## src/rtl/tpx3_tx_serializer.sv

```systemverilog
// Timepix3 slow-control transmit serializer: shifts a programmable number of
// buffered bits MSB-first onto the chip DataIn line, framed by TX_EN.
module tpx3_tx_serializer #(
  parameter int MEM_ABITS  = 8,
  parameter int CLK_DIV    = 1,
  parameter bit IDLE_LEVEL = 1'b0
) (
  input  logic                 BUS_CLK,
  input  logic                 BUS_RST,
  input  logic                 MEM_WR,
  input  logic [MEM_ABITS-1:0] MEM_ADD,
  input  logic [7:0]           MEM_DATA,
  input  logic                 START,
  input  logic [MEM_ABITS+3:0] SIZE,
  output logic                 TX_DATA,
  output logic                 TX_EN,
  output logic                 BUSY,
  output logic                 DONE
);

  localparam int SW = MEM_ABITS + 4;
  localparam int DW = $clog2(CLK_DIV + 1);
  localparam logic [SW-1:0] MAX_BITS = SW'(8 << MEM_ABITS);

  typedef enum logic [1:0] {IDLE, LOAD, SHIFT, DONE_ST} state_t;

  state_t                 state, state_nxt;
  logic [7:0]             mem [0:(1<<MEM_ABITS)-1];
  logic [7:0]             shreg;
  logic [SW-1:0]          bit_cnt, size_q, size_c;
  logic [DW-1:0]          div_cnt;
  logic [MEM_ABITS-1:0]   addr, rd_addr;
  logic                   bit_end, last_bit, load_byte, shift_bit, accept;

  assign size_c   = (SIZE > MAX_BITS) ? MAX_BITS : SIZE;
  assign bit_end  = (div_cnt == DW'(CLK_DIV - 1));
  assign last_bit = (bit_cnt == size_q - SW'(1));
  // LOAD fetches byte 0; later fetches look one byte ahead so the next byte
  // lands in the shift register on the same edge bit 7 finishes.
  assign rd_addr  = (state == LOAD) ? addr : addr + MEM_ABITS'(1);

  always_comb begin
    state_nxt = state;
    load_byte = 1'b0;
    shift_bit = 1'b0;
    accept    = 1'b0;
    case (state)
      IDLE: if (START) begin
        accept    = 1'b1;
        state_nxt = (size_c == '0) ? DONE_ST : LOAD;
      end
      LOAD: begin
        load_byte = 1'b1;
        state_nxt = SHIFT;
      end
      SHIFT: if (bit_end) begin
        if (last_bit)                  state_nxt = DONE_ST;
        else if (bit_cnt[2:0] == 3'd7) load_byte = 1'b1;
        else                           shift_bit = 1'b1;
      end
      DONE_ST: state_nxt = IDLE;
      default: state_nxt = IDLE;
    endcase
  end

  // Buffer and shift register are not reset; writes only land while idle.
  always_ff @(posedge BUS_CLK) begin
    if (MEM_WR && state == IDLE) mem[MEM_ADD] <= MEM_DATA;
    if (load_byte)      shreg <= mem[rd_addr];
    else if (shift_bit) shreg <= {shreg[6:0], 1'b0};
  end

  always_ff @(posedge BUS_CLK) begin
    if (!BUS_RST) begin
      state   <= IDLE;
      bit_cnt <= '0;
      div_cnt <= '0;
      addr    <= '0;
      size_q  <= '0;
      TX_DATA <= IDLE_LEVEL;
      TX_EN   <= 1'b0;
      BUSY    <= 1'b0;
      DONE    <= 1'b0;
    end else begin
      state <= state_nxt;
      BUSY  <= (state_nxt != IDLE);
      DONE  <= (state_nxt == DONE_ST);
      TX_EN <= (state_nxt == SHIFT);

      if (load_byte)               TX_DATA <= mem[rd_addr][7];
      else if (shift_bit)          TX_DATA <= shreg[6];
      else if (state_nxt != SHIFT) TX_DATA <= IDLE_LEVEL;

      if (accept) begin
        size_q  <= size_c;
        bit_cnt <= '0;
        addr    <= '0;
        div_cnt <= '0;
      end

      if (state == SHIFT) begin
        if (bit_end) begin
          div_cnt <= '0;
          if (!last_bit) begin
            bit_cnt <= bit_cnt + SW'(1);
            if (bit_cnt[2:0] == 3'd7) addr <= addr + MEM_ABITS'(1);
          end
        end else begin
          div_cnt <= div_cnt + DW'(1);
        end
      end
    end
  end

endmodule

```

## config.mk

```make
export PLATFORM = sky130hd
export DESIGN_NAME = tpx3_tx_serializer
export DESIGN_NICKNAME = d
export VERILOG_FILES = /design/src/rtl/tpx3_tx_serializer.sv
export SDC_FILE = /design/constraint.sdc
export NUM_CORES = 2
export LEC_CHECK = 0
export CORE_UTILIZATION = 25
export DETAILED_ROUTE_END_ITERATION = 10
export GPL_TIMING_DRIVEN = 0
export PLACE_DENSITY = 0.46
export SYNTH_ARGS = -nofsm -noshare
export SYNTH_HDL_FRONTEND = slang
export SYNTH_SLANG_ARGS = --single-unit
```

## constraint.sdc

```tcl
create_clock -name BUS_CLK -period 4.7 [get_ports BUS_CLK]
set_input_delay 0.705 -clock BUS_CLK [delete_from_list [all_inputs] [get_ports BUS_CLK]]
set_output_delay 0.705 -clock BUS_CLK [all_outputs]
set_load 0.05 [all_outputs]
```

==> impl_metrics.ini <==
[detailed_routing]
wl_um = 380000
wl_per_cell_um = 40.76
num_vias = 50620
drt_pass1_iterations = 6
drtIter0Drc = 8840
drc = 0
ant_nets = 0
avgViaCountPerCell = 5.429

[synthesis]
synth_top_area_share_pct = 74.63
synthArstFlopShare_pct = 0
netlist_instances = 4453
seq_area_frac_synth_pct = 75.55
synth-edff-count = 2055
yosys-top-cells-area = edfxtp_1 (75%), mux4_2 (11%), mux2i_1 (1.8%)
ys_seq_elements = 2093
synth_nets = 4493
synth.distinct_cells = 80
yosysWarnings = 0
yosysTopAreaCell = edfxtp_1
ys.flop_type = edfxtp_1
syn_area_mm2 = 0.08269
syn_avg_cell_area_um2 = 18.57

[setup_path]
crit_type = reg2reg
arrival_ns = 5.46
crit_start = state[1]$_SDFF_PN0_
crit_fanout = 10
rr_startpoint = state[1]$_SDFF_PN0_
cp_data_required_time_ns = 5.25
cp-start-kind = register
cp-end-kind = register

[place]
dp_hpwl_um = 250200
port_buffers = 31
gp_congestion = 0.9945
placed_cell_area_mm2 = 0.08944

[cts]
cts_hold_buf = 0
cts-root-buf = clkbuf_16
clkTransAtPathRegs_ns = 0.06
numCtsBuffers = 225
worstSkewPairLatency_ns = 0.94
htreeDepth = 4
cts.sinks = 2093
cts_tree = yes
clockBufferDepth = 4

[timing]
fin_ws_ns = -0.2109
slew_viol_final = 77
period_share_pct = 104.5
rsz0062_at_grt = true
setup_viol = 178
fmax_mhz = 203.6
period_minus_slack_ns = 4.911
hold_viol = 0
tightest_slew_ns = 1.774
clock_skew_ns = 0.1309
slew_headroom_pct = -18.26

[global_routing]
grt_pass1_wl_um = 485700
grt-ovfl-total = 0
antenna_found_initial = 48
grt.total_usage_pct = 22.37
grt_max_degree = 157
grt_pass1_vias = 46970

[power_and_ir_drop]
vdd_drop_max_uv = 360.5
p_leak_nw = 29.42
finalPower_mw = 51.09
pwr_density_cell_mw_per_mm2 = 519.7

[final_layout]
fin_util_pct = 29.96
synthToLayoutAreaGrowth_pct = 18.89
fin_area_mm2 = 0.09831
nets = 4838
final_layout_size_suffix_gt1_share_pct = 23.16

[floorplan]
die_w_um = 577.1
initial_utilization_pct = 25.20
die_area_mm2 = 0.3330
num_rows = 210
io-pin-count = 36
core_mm2 = 0.3282
die_h_um = 577.1

[run]
maxCapViolCount = 7

[min_path]
min_from = MEM_DATA[4]
hold_path.class = in2reg

[run_status]
violations = max-capacitance violations, max-slew violations, negative setup slack
status = finished with violations
stage by stage:
step / setup WS [ns] / cells / setup TNS, ns / hold WS [ns]
after floorplan: 1.423 / 4453 / 0 / 0.4481
after global placement: -5.635 / 8830 / - / 0.4605
after detailed placement: -2.298 / 8870 / -443.02 / 0.4709
after CTS: -0.1479 / 9284 / -0.1498 / 0.002002
after global routing: -0.1248 / 9313 / -3.496 / 0.02199
final: -0.2109 / 9324 / -13.77 / 0.03267
logic make-up (layout without fill, tap and decap cells):
family                     count (synthesis)  after routing  synth area share, %
AOI/OAI and AO/OA                        525            525                4.288
xor gates and xnor gates                  29             29               0.3299
adders and majority gates                  8              8               0.1211
buffers and inverters                    292            804                1.967
DFF                                     2093           2093                75.55
muxes                                    564            564                12.79
other                                      0             13                    0
and+or+nand+nor                          942            942                4.950
layout make-up:
| type | instances | area, um2 |
|---|---|---|
| clock buffer | 276 | 5822 |
| antenna | 13 | 32.53 |
| multi-input combinational | 2068 | 19310 |
| inverter | 15 | 56.30 |
| timing repair buffer | 122 | 1589 |
| clock inverter | 118 | 1222 |
| fill | 32090 | 229900 |
| sequential | 2093 | 62470 |
| tap | 4346 | 5438 |
| buffer | 273 | 2365 |
layer usage:
layer  global-route usage [%]  vias up  wire length (um)
li1                         -    18810                 -
met5                   0.7799        -               500
met2                    33.00     3698            163800
met4                    12.97       18             25720
met3                    6.633      860             44540
met1                    29.09    27230            145500
timing repair:
action | CTS | global route
gates resized for setup | 303 | 102
pin swaps | 16 | 20
endpoints found under the setup margin | 143 | 285
buffers inserted | 22 | 28
layout by cell type (no fill, tap or decap), types with 27 or more instances in the layout:
cell       count
nand3_1       89
nand4_1       30
clkinv_1      42
mux4_2       392
buf_8         43
clkbuf_1     114
a2111oi_0     50
nor3_1        45
buf_6         64
a31oi_1       27
nor2_2        47
buf_4         77
edfxtp_1    2055
clkinv_2      32
o22ai_1       32
clkbuf_2      36
clkbuf_16    225
a22oi_1       36
o221ai_1      29
nor2_1       267
dfxtp_1       38
o21ai_0       28
nand2_1      359
mux2i_1      147
a21oi_1      186
worst paths after layout:
| path | slack, ns | end | cells after the start |
|---|---|---|---|
| setup / recovery | -0.21 | shreg[6]$_DFFE_PP_ | 14 |
| hold / removal | 0.03 | mem[212][4]$_DFFE_PP_ | 1 |
| setup reg to reg | -0.21 | shreg[6]$_DFFE_PP_ | 14 |
| hold reg to reg | 0.48 | size_q[11]$_SDFFE_PN0P_ | 2 |
critical path, cell delays in order (launching register included):
cell and delay [ns]:
dfxtp_1 0.37, inv_1 0.10, ha_1 0.23, buf_6 0.16
mux2_1 0.23, buf_8 0.24, buf_6 0.31, buf_6 0.39
buf_6 0.36, mux4_2 0.49, nand2_1 0.14, nand4b_1 0.43
nor4_4 0.51, o31ai_1 0.13, o22a_2 0.37
state kept, by name, indices dropped and copies added, names as in the netlist:
name,cells
BUSY,1
DONE,1
TX_DATA,1
TX_EN,1
addr,8
bit_cnt,12
mem,2048
shreg,7
size_q,12
state,2
where the power goes:
group / internal [mW] / switching (mW) / total, mW
combinational: 3.98 / 8.80 / 12.8
sequential: 20.6 / 0.0428 / 20.6
clock: 10.0 / 7.65 / 17.7
total: 34.6 / 16.5 / 51.1
cells in the mapped netlist, drive strengths merged, types with 19 or more instances:
| library cell | n |
|---|---|
| a221oi | 21 |
| nor2 | 315 |
| o21ai | 35 |
| a2111oi | 57 |
| buf | 155 |
| edfxtp | 2055 |
| clkbuf | 122 |
| nand3 | 90 |
| mux4 | 392 |
| o221ai | 29 |
| mux2 | 19 |
| nor3 | 57 |
| nand2 | 362 |
| a32oi | 21 |
| mux2i | 153 |
| o22ai | 35 |
| dfxtp | 38 |
| nand4 | 30 |
| a31oi | 29 |
| a22oi | 44 |
| a21oi | 190 |
Note: power is estimated with default switching activity, not from simulation.
